$ cat src/rtl/clken_sequencer_if.sv
// Configuration and status bundle of the clock-enable sequencer.
// The design side uses the slave modport; the controller or bench uses master.
interface clken_sequencer_if #(
  parameter int NCH   = 2,
  parameter int DIV_W = 8
);
  logic             cfg_we;
  logic [2:0]       cfg_ch;
  logic [DIV_W-1:0] cfg_div;
  logic [DIV_W-1:0] cfg_phase;
  logic             sync_i;
  logic [NCH-1:0]   ce;
  logic             rst_out_n;
  logic             ready;
  logic [7:0]       lock_lost_cnt;

  modport master (
    output cfg_we, cfg_ch, cfg_div, cfg_phase, sync_i,
    input  ce, rst_out_n, ready, lock_lost_cnt
  );

  modport slave (
    input  cfg_we, cfg_ch, cfg_div, cfg_phase, sync_i,
    output ce, rst_out_n, ready, lock_lost_cnt
  );
endinterface

$ cat src/rtl/clken_sequencer.sv
// Qualifies PLL lock, sequences a downstream reset and generates NCH
// runtime-programmable clock-enable strobes from the single fast clock.
module clken_sequencer #(
  parameter int NCH         = 2,
  parameter int DIV_W       = 8,
  parameter int LOCK_WAIT   = 1024,
  parameter int DEFAULT_DIV = 3
) (
  input  logic              clkin,
  input  logic              rstn,
  input  logic              pll_locked,
  clken_sequencer_if.slave  bus
);
  localparam int WCW = (LOCK_WAIT > 2) ? $clog2(LOCK_WAIT) : 1;

  typedef enum logic [1:0] {WAIT_LOCK, STABLE, RUN} state_t;

  state_t           state_q, state_d;
  logic             sync1_q, lk_q;
  logic [WCW-1:0]   wcnt_q, wcnt_d;
  logic             ready_q, rst_n_q;
  logic [7:0]       lost_q;
  logic             in_run, stay_run, realign;
  logic [NCH-1:0]   ce;

  always_ff @(posedge clkin or negedge rstn) begin
    if (!rstn) begin
      sync1_q <= 1'b0;
      lk_q    <= 1'b0;
    end else begin
      sync1_q <= pll_locked;
      lk_q    <= sync1_q;
    end
  end

  always_comb begin
    state_d = state_q;
    wcnt_d  = '0;
    case (state_q)
      WAIT_LOCK: if (lk_q) state_d = STABLE;
      STABLE: begin
        if (!lk_q)                              state_d = WAIT_LOCK;
        else if (wcnt_q == WCW'(LOCK_WAIT - 1)) state_d = RUN;
        else                                    wcnt_d  = wcnt_q + 1'b1;
      end
      RUN:     if (!lk_q) state_d = WAIT_LOCK;
      default: state_d = WAIT_LOCK;
    endcase
  end

  assign in_run   = (state_q == RUN);
  assign stay_run = in_run && (state_d == RUN);
  // Any cycle not continuing RUN idles the counters and applies pending config.
  assign realign  = !stay_run || bus.sync_i;

  always_ff @(posedge clkin or negedge rstn) begin
    if (!rstn) begin
      state_q <= WAIT_LOCK;
      wcnt_q  <= '0;
      ready_q <= 1'b0;
      rst_n_q <= 1'b0;
      lost_q  <= 8'd0;
    end else begin
      state_q <= state_d;
      wcnt_q  <= wcnt_d;
      ready_q <= (state_d == RUN);
      rst_n_q <= (state_d == RUN);
      if (in_run && (state_d != RUN) && (lost_q != 8'hFF))
        lost_q <= lost_q + 8'd1;
    end
  end

  genvar gi;
  generate
    for (gi = 0; gi < NCH; gi++) begin : g_ch
      logic [DIV_W-1:0] cnt_q, div_q, phase_q, pdiv_q, pphase_q;
      logic [DIV_W-1:0] ndiv, nphase, eff_phase;
      logic             sel, wrap;

      // Indices at or above NCH never match any channel, so they are dropped.
      assign sel       = bus.cfg_we && (bus.cfg_ch == 3'(gi));
      assign ndiv      = sel ? bus.cfg_div   : pdiv_q;
      assign nphase    = sel ? bus.cfg_phase : pphase_q;
      assign wrap      = (cnt_q == div_q);
      assign eff_phase = (phase_q > div_q) ? div_q : phase_q;
      assign ce[gi]    = in_run && (cnt_q == eff_phase);

      always_ff @(posedge clkin or negedge rstn) begin
        if (!rstn) begin
          cnt_q    <= '0;
          div_q    <= DIV_W'(DEFAULT_DIV);
          phase_q  <= '0;
          pdiv_q   <= DIV_W'(DEFAULT_DIV);
          pphase_q <= '0;
        end else begin
          pdiv_q   <= ndiv;
          pphase_q <= nphase;
          if (realign || wrap) begin
            cnt_q   <= '0;
            div_q   <= ndiv;
            phase_q <= nphase;
          end else begin
            cnt_q   <= cnt_q + 1'b1;
          end
        end
      end
    end
  endgenerate

  assign bus.ce            = ce;
  assign bus.ready         = ready_q;
  assign bus.rst_out_n     = rst_n_q;
  assign bus.lock_lost_cnt = lost_q;
endmodule

$ cat src/flat_wrapper.sv
// flat-port wrapper written by rule: the top's interface ports become plain ports
module clken_sequencer_flat 
#(
  parameter int NCH         = 2,
  parameter int DIV_W       = 8,
  parameter int LOCK_WAIT   = 1024,
  parameter int DEFAULT_DIV = 3
)
  (clkin, rstn, pll_locked, bus_cfg_we, bus_cfg_ch, bus_cfg_div, bus_cfg_phase, bus_sync_i, bus_ce, bus_rst_out_n, bus_ready, bus_lock_lost_cnt);
  clken_sequencer_if #(.NCH(NCH), .DIV_W(DIV_W)) bus_i ();
  input  logic clkin;
  input  logic rstn;
  input  logic pll_locked;
  input wire logic [$bits(bus_i.cfg_we)-1:0] bus_cfg_we;
  input wire logic [$bits(bus_i.cfg_ch)-1:0] bus_cfg_ch;
  input wire logic [$bits(bus_i.cfg_div)-1:0] bus_cfg_div;
  input wire logic [$bits(bus_i.cfg_phase)-1:0] bus_cfg_phase;
  input wire logic [$bits(bus_i.sync_i)-1:0] bus_sync_i;
  output wire logic [$bits(bus_i.ce)-1:0] bus_ce;
  output wire logic [$bits(bus_i.rst_out_n)-1:0] bus_rst_out_n;
  output wire logic [$bits(bus_i.ready)-1:0] bus_ready;
  output wire logic [$bits(bus_i.lock_lost_cnt)-1:0] bus_lock_lost_cnt;
  assign bus_i.cfg_we = bus_cfg_we;
  assign bus_i.cfg_ch = bus_cfg_ch;
  assign bus_i.cfg_div = bus_cfg_div;
  assign bus_i.cfg_phase = bus_cfg_phase;
  assign bus_i.sync_i = bus_sync_i;
  assign bus_ce = bus_i.ce;
  assign bus_rst_out_n = bus_i.rst_out_n;
  assign bus_ready = bus_i.ready;
  assign bus_lock_lost_cnt = bus_i.lock_lost_cnt;
  clken_sequencer #(.NCH(NCH), .DIV_W(DIV_W), .LOCK_WAIT(LOCK_WAIT), .DEFAULT_DIV(DEFAULT_DIV)) u_core (.clkin(clkin), .rstn(rstn), .pll_locked(pll_locked), .bus(bus_i));
endmodule
$ cat config.mk
export PLATFORM = sky130hd
export DESIGN_NAME = clken_sequencer_flat
export DESIGN_NICKNAME = d
export VERILOG_FILES = /design/src/rtl/clken_sequencer_if.sv /design/src/rtl/clken_sequencer.sv /design/src/flat_wrapper.sv
export SDC_FILE = /design/constraint.sdc
export NUM_CORES = 1
export LEC_CHECK = 0
export BUFFER_PORTS_ARGS = -buffer_cell sky130_fd_sc_hd__buf_2
export CAP_MARGIN = 25
export CORE_MARGIN = 1.5
export CORE_UTILIZATION = 30
export DETAILED_ROUTE_END_ITERATION = 7
export GPL_TIMING_DRIVEN = 0
export PLACE_DENSITY_LB_ADDON = 0.3
export REMOVE_ABC_BUFFERS = 1
export SYNTH_ARGS = -nofsm -noshare
export SYNTH_HDL_FRONTEND = slang
export SYNTH_SLANG_ARGS = --single-unit
$ cat constraint.sdc
create_clock -name clkin -period 5.7 [get_ports clkin]
set_input_delay 0.57 -clock clkin [delete_from_list [all_inputs] [get_ports clkin]]
set_output_delay 0.57 -clock clkin [all_outputs]
set_load 0.01 [all_outputs]
======== Word-level counts from Yosys, hierarchy flattened ========
Cells that the tools add are included.
word-level totals
  register bits after elaboration ......... 103
  output and inout bits ................... 12
operators by class
  $add $sub $neg .......................... 4
  magnitude comparators ................... 2
  equal/unequal tests ..................... 11
  muxes and demuxes ....................... 16
  reduce and logical (&&, ||, !) cells .... 13
operator list
  cell                                                  number
  2-to-1 mux 8 bit                                      8
  equality test 8 bit                                   4
  2-to-1 mux 10 bit                                     3
  adder 8 x 1 -> 8 bit (second input constant)          3
  > comparator 8 bit                                    2
  adder 10 x 1 -> 10 bit (second input constant)        1
  equality test 10 bit (second input constant)          1
  2-to-1 mux 2 bit                                      4
  inequality test 8 bit (second input constant)         1
  logical AND 1 bit                                     7
  case mux 2 bit (3 select lines)                       1
  equality test 2 bit (second input constant)           2
  equality test 3 x 1 -> 1 bit (second input constant)  1
  logical NOT 3 bit                                     1
  logical OR 1 bit                                      3
  equality test 2 x 1 -> 1 bit (second input constant)  1
  logical NOT 2 bit                                     1
  inequality test 2 bit (second input constant)         1
  logical NOT 1 bit                                     1

======== Logic depth before layout (Yosys ltp) ========
Gate-level depths: netlist of run 1.
  depth after elaboration ................. 10
  mapped depth ............................ 10
  depth with buffers taken out ............ 9

======== Least setup slack after synthesis of run 1 ========
No wires, ideal clock.
  kind .................................... register to output
  start ................................... reg u_core.g_ch[0].div_q[1]
  end ..................................... out bus_ce[0]
  arrival time ............................ 2221 ps
  path slack .............................. 2909 ps
  stages on the path, launching flop included .. 11
  path buffers ............................ 1
  cell sequence ........................... dfstp_2 -> inv_1 -> ha_1 -> nor2b_1 -> o21ai_0 -> and4bb_4 -> or2_1 -> buf_6 -> mux2i_1 -> xnor2_1 -> nor4_2
on the way
  word-level cells in the longest chain between the ends .. 4
ends and longest elaborated chain
  what                    RTL line                source
  from (decl)             clken_sequencer.sv:76   logic [DIV_W-1:0] cnt_q, div_q, phase_q, pdiv_q, pphase_q;
  from (signal assigned)  clken_sequencer.sv:91   div_q <= DIV_W'(DEFAULT_DIV);
  from (signal assigned)  clken_sequencer.sv:100  div_q <= ndiv;
  > comparator 8 bit      clken_sequencer.sv:85   assign eff_phase = (phase_q > div_q) ? div_q : phase_q;
  2-to-1 mux 8 bit *      clken_sequencer.sv:85
  equality test 8 bit *   clken_sequencer.sv:86   assign ce[gi] = in_run && (cnt_q == eff_phase);
  logical AND 1 bit *     clken_sequencer.sv:86
  to (decl)               flat_wrapper.sv:19      output wire logic [$bits(bus_i.ce)-1:0] bus_ce;
Mark *: on every way between the ends. The rest lies on a longest branch, timed or not.

======== Worst setup path after layout of run 1 ========
  start ................................... reg u_core.g_ch[0].div_q[5]
  end ..................................... out bus_ce[0]
The elaborated chain is that of the path after synthesis.

==> impl_metrics.toml, run 1 <==
[global_route]
first_global_vias = 3402
grt_start_max_net_pins = 68
grt_pass1_wl_mm = 16.7
antenna_found_initial = 0
grt_use_total = 0.119
grt_overflow = 0

[drt]
drc = 0
wl_met3_um = 233
first_pass_iters = 4
vias_per_cell = 4.60
routed_wl_mm = 9.76
ant_nets = 0
drtIter0Drc = 106
vias = 3138
wl_met1_mm = 4.44
wl_per_cell_um = 14.3
top_layer_used = "met4"
route.met2.wl_mm = 4.85

[cts]
holdBufCountCts = 0
root_buffer = "clkbuf_16"
clock-sinks = 103
cts_tree = "done"
clk_path_buf_depth = 2
cts_resized = 0
clk_latency_ps = 340
cts_buffers = 9
cts.clk_slew.worst_paths_ps = 60
cts_setup_buffers = 0
htree_levels = 3

[yosys]
synth_top_area_share = 0.463
ys_seq_elements = 103
synth_common_cells = "dfrtp_1 (95), mux2_2 (55), nor2_1 (33)"
seq_area_frac_synth = 0.504
syn_area_per_cell_um2 = 12.2
syn_inst = 421
synthesis.area_mm2 = 0.00513
synth-edff-count = 0
yosysMostFrequentCell = "dfrtp_1"
synth_area_leaders = "dfrtp_1 (46%), mux2_2 (12%), xor2_1 (5.1%), ha_1 (4.9%), dfstp_2 (4.1%)"
synth_flop_cell = "dfrtp_1"
yosys.area.top_type = "dfrtp_1"
ys_async_sr_fraction = 1.00
ys_warn_count = 0
synthDistinctLibCells = 49

[worst_setup_path]
reg2reg_slack_ps = 3080
crit_start = "u_core.g_ch[0].div_q[5]"
worst_setup_path_end_kind = "primary output"
reg2reg_to = "u_core.g_ch[1].phase_q[5]"
r2r_start = "u_core.g_ch[1].cnt_q[1]"
worstPathRequired_ps = 5130
crit_end = "bus_ce[0]"
worst_setup_path_start_kind = "flop"
worst-setup-path-type = "reg -> out"
reg2regPathDepth = 6
worst-path-max-fanout = 6
crit_arrival_ps = 2970

[die]
die_area_mm2 = 0.0179
std_cell_rows = 47
coreArea_mm2 = 0.0166
die_w_um = 134
io_pins = 36
initial_core_util = 0.308
fp.dieH_um = 134

[timing]
hold_viol_final = 0
period_share = 0.621
skew_ps = 7.54
rsz0062_at_grt = "no"
finalCriticalPeriod_ps = 3540
setup_tns_ps = 0
worst_slew_margin_rel = 0.378
max_freq_mhz = 282
worstMarginPinSlew_ps = 930
finalMaxSlewViolations = 0
setup_violations = 0

[placed_design]
place_hpwl_mm = 7.31
routabilityCongestion = 0.818
io_buffers = 35
dp_cells = 667

[cells_and_area]
final_cells = 682
nets = 502
diodes = 0
area_delta_synth_final_pct = 15.0
drive_above_1_share = 0.303

[pwr]
powerDensity_mw_per_mm2 = 329
ir_drop_uv = 126
p_leak_uw = 0.00268

[run]
cap_viol_max_count = 0

[status]
status = "finished clean"

[min_path]
hold_path.class = "in -> async"
## cell usage in the layout, fill, tap and decap left out, types with 3 or more instances in the layout
cell,Yosys,layout
and3_1,6,6
mux2_2,55,55
clkbuf_16,0,9
nor2_1,33,33
nand2_1,11,11
nand3_1,18,18
buf_2,2,34
o22ai_1,3,3
mux2_4,10,10
o21ai_0,3,3
dfstp_2,8,8
clkinv_2,0,3
inv_1,22,22
nand4_1,8,8
mux2i_1,6,6
buf_8,0,3
a21oi_1,8,8
nand2b_1,6,6
nor3_1,3,3
dfrtp_1,95,95
and2_1,3,3
xor2_1,30,30
nor2b_1,5,5
xnor2_1,24,24
ha_1,20,20
## worst min path at each step
| stage | from | end | slack, ps | depth (start not counted) |
|---|---|---|---|---|
| after detailed placement | u_core.sync1_q | u_core.lk_q | 340 | 0 |
| after floorplan | rstn | u_core.bus.lock_lost_cnt[0] | 270 | 0 |
| after global routing | rstn | u_core.g_ch[0].cnt_q[0] | 210 | 1 |
| final | rstn | u_core.g_ch[0].cnt_q[0] | 180 | 1 |
| after global placement | u_core.sync1_q | u_core.lk_q | 340 | 0 |
| after CTS | rstn | u_core.g_ch[0].cnt_q[0] | 190 | 1 |
## registers in the layout, summed over array words and instances (netlist names), 2 cells and up
name and count:
u_core.wcnt_q 10, u_core.g_ch.cnt_q 16, u_core.g_ch.pphase_q 16, u_core.g_ch.div_q 16
u_core.bus.lock_lost_cnt 8, u_core.g_ch.phase_q 16, u_core.state_q 2, u_core.g_ch.pdiv_q 16
## per-layer routing
layer | GRT usage | up-vias
li1 | - | 1527
met1 | 0.143 | 1555
met2 | 0.203 | 39
met3 | 0.0272 | 17
met4 | 0.0525 | 0
met5 | 0 | -
## area by class of cell
cell class / instances / area, µm²
clock buffers: 11 / 253
clock inverters: 4 / 45.0
fillers: 1610 / 10700
inverters: 22 / 82.6
multi-input cells: 282 / 2400
flip-flops and latches: 103 / 2590
well taps: 220 / 275
repair buffers: 40 / 262
## kinds of logic after synthesis
| kind of cell | share of synthesized area |
|---|---|
| AO/OA/AOI/OAI | 0.0422 |
| AND/OR/NAND/NOR | 0.116 |
| adder cells (fa/ha/maj) | 0.0488 |
| flip-flops | 0.504 |
| multiplexers | 0.162 |
| buffers and inverters | 0.0349 |
| XOR/XNOR | 0.0921 |
## report_power, final
| part | switching, µW | total, µW | leakage, µW | internal [µW] |
|---|---|---|---|---|
| Sequential | 71.3 | 913 | 0.00129 | 841 |
| Clock | 256 | 616 | 0.000151 | 359 |
| Combinational | 195 | 413 | 0.00123 | 218 |
## critical path: stages (launching register included)
cell and delay [ps]:
dfrtp_1 410, inv_1 100, ha_1 290, a211oi_1 200
nor2_1 110, o31ai_2 390, or2_1 320, mux2i_1 250
xnor2_1 90, nor4_2 280, buf_2 180
## stage by stage
stage	instance area [µm²]	utilization	hold WS, ps	setup slack, ps	total power (µW)
after floorplan	5040	-	274	2670	1220
after global placement	5490	0.330	335	1740	1320
after detailed placement	5610	0.337	344	2530	1340
after CTS	5900	0.355	186	2130	1970
after global routing	5900	0.355	207	1890	2060
final	5900	0.355	182	2160	1940
Power figures use the tool's default switching activity.
==> run 2: changes to the inputs <==
==> constraint.sdc (replaced) <==
create_clock -name clkin -period 2.86 [get_ports clkin]
set_input_delay 0.286 -clock clkin [delete_from_list [all_inputs] [get_ports clkin]]
set_output_delay 0.286 -clock clkin [all_outputs]
set_load 0.01 [all_outputs]
==> run 2 against run 1 <==
The flow now finishes with violations (negative setup slack). Worst hold slack got worse by 140 ps. Core utilization rose by 1.6 points. Flip-flop and latch count did not move. Setup slack got worse by 2200 ps. Combinational power rose to 2.7 times the previous value. Sequential share of layout area fell by 1.9 points. Count of clock-buffer cells in the layout did not move. Wire length rose by 3.5%. Register-to-register slack got worse by 2800 ps. Sequential power rose by 98%. Clock power rose by 100%. Critical endpoint unchanged. Largest cell class unchanged.
==> impl_metrics.toml, run 2 (same netlist as run 1, synthesis figures left out) <==
[drt]
routed_wl_mm = 10.1
vias = 3223
drtIter0Drc = 103
wl_per_cell_um = 14.4
vias_per_cell = 4.58
drc = 0
ant_nets = 0
first_pass_iters = 4

[worst_setup_path]
worst-setup-path-type = "reg -> out"
worst_setup_path_start_kind = "flop"
r2r_start = "u_core.g_ch[1].div_q[1]"
reg2regPathDepth = 7
crit_arrival_ps = 2650
crit_end = "bus_ce[0]"
crit_start = "u_core.g_ch[0].div_q[5]"
reg2reg_to = "u_core.g_ch[1].phase_q[5]"
reg2reg_slack_ps = 300
worst_setup_path_end_kind = "primary output"
worstPathRequired_ps = 2570
worst-path-max-fanout = 5

[timing]
max_freq_mhz = 340
timing.hold.ws_ps = 42.1
setup_violations = 2
hold_viol_final = 0
setup_slack_ps = -78.0
period_share = 1.03
skew_ps = 8.04
rsz0062_at_grt = "yes"
worst_slew_margin_rel = 0.377
worstMarginPinSlew_ps = 931
finalCriticalPeriod_ps = 2940
finalMaxSlewViolations = 0

[placed_design]
routabilityCongestion = 0.818
io_buffers = 35
place_hpwl_mm = 7.31
place_area_mm2 = 0.00561

[cts]
root_buffer = "clkbuf_16"
cts_buffers = 9
clock-sinks = 103
htree_levels = 3
clk_latency_ps = 350
cts.clk_slew.worst_paths_ps = 60
clk_path_buf_depth = 2
cts_tree = "done"

[pwr]
powerDensity_mw_per_mm2 = 673
ir_drop_uv = 252
power_uw = 4160
p_leak_uw = 0.00279

[global_route]
grt_pass1_wl_mm = 17.0
grt_use_total = 0.121
met3_usage = 0.0272
busiest_layer = "met2"
antenna_found_initial = 0
grt_start_max_net_pins = 68
use_met2 = 0.207
grt_overflow = 0
first_global_vias = 3432
use_met1 = 0.146

[status]
status = "finished with violations"
violations = "negative setup slack"

[run]
cap_viol_max_count = 0

[cells_and_area]
nets = 524
area_delta_synth_final_pct = 20.3
diodes = 0
drive_above_1_share = 0.372
mostFrequentLayoutCells = "dfrtp_1 (95), mux2_2 (55), buf_2 (34)"
final_common_cell = "dfrtp_1"
design_area_mm2 = 0.00618

[die]
std_cell_rows = 47
coreArea_mm2 = 0.0166
io_pins = 36
die_area_mm2 = 0.0179
initial_core_util = 0.308
die_w_um = 134
fp.dieH_um = 134

[min_path]
hold_path_depth = 1
min_from = "pll_locked"
hold_path.class = "in -> reg"
[run 2: cell count changes in the layout (fill, tap and decap cells not counted), moves of 3 or more]
cell     change
buf_4       +21
ha_1         -5
ha_4         +3
inv_1        -3
inv_2        +3
o21ai_0      -3
[run 2: area by class of cell]
class / instances / area, µm²
clock inverters: 4 / 45.0
fillers: 1589 / 10500
flip-flops and latches: 103 / 2590
repair buffers: 62 / 429
well taps: 220 / 275
multi-input cells: 282 / 2500
clock buffers: 11 / 253
inverters: 22 / 82.6
[run 2: timing repair]
action / CTS / global route
endpoints found under the setup margin: 2 / 4
gates resized for setup: 16 / 10
buffers inserted: 8 / 13
hold buffers: 1 / 0
hold endpoints to repair: 33 / 0
pin swaps: 11 / 14
gates cloned: 0 / 0
[run 2: where the power goes]
group          switching, µW  internal [µW]  leakage (µW)  total (µW)
Clock                    514            717      0.000151        1230
Sequential               136           1680       0.00129        1810
Combinational            485            627       0.00135        1110
Total                   1140           3020       0.00279        4160
[run 2: worst min path at each step]
stage | to | slack, ps
2_1_floorplan | u_core.bus.lock_lost_cnt[0] | -10
3_3_place_gp | u_core.lk_q | 340
3_5_place_dp | u_core.g_ch[0].cnt_q[0] | 280
4_1_cts | u_core.sync1_q | 20
5_1_grt | u_core.sync1_q | 30
6_report | u_core.sync1_q | 40
[run 2: through the flow]
step / setup WS, ps / utilization / std cells / setup TNS (ps)
CTS: -126 / 0.363 / 691 / -158
detailed placement: -22.0 / 0.337 / 667 / -22.0
global route: -237 / 0.371 / 704 / -416
finish: -78.0 / 0.371 / 704 / -94.0
global placement: -814 / 0.330 / 662 / -28370
floorplan: 110 / - / 407 / 0
[run 2: per-layer routing]
layer / wire, µm / vias to the layer above
li1: - / 1574
met1: 4580 / 1604
met3: 211 / 18
met5: 0 / -
met2: 5100 / 27
met4: 214 / 0
[run 2: critical path, stage by stage, from the launching register on]
cell,delay [ps]
dfrtp_1,410
inv_2,80
ha_4,200
a211oi_4,200
nor2_2,90
and4bb_4,360
or2_4,180
mux2i_2,230
xnor2_1,110
nor4_2,280
buf_2,180
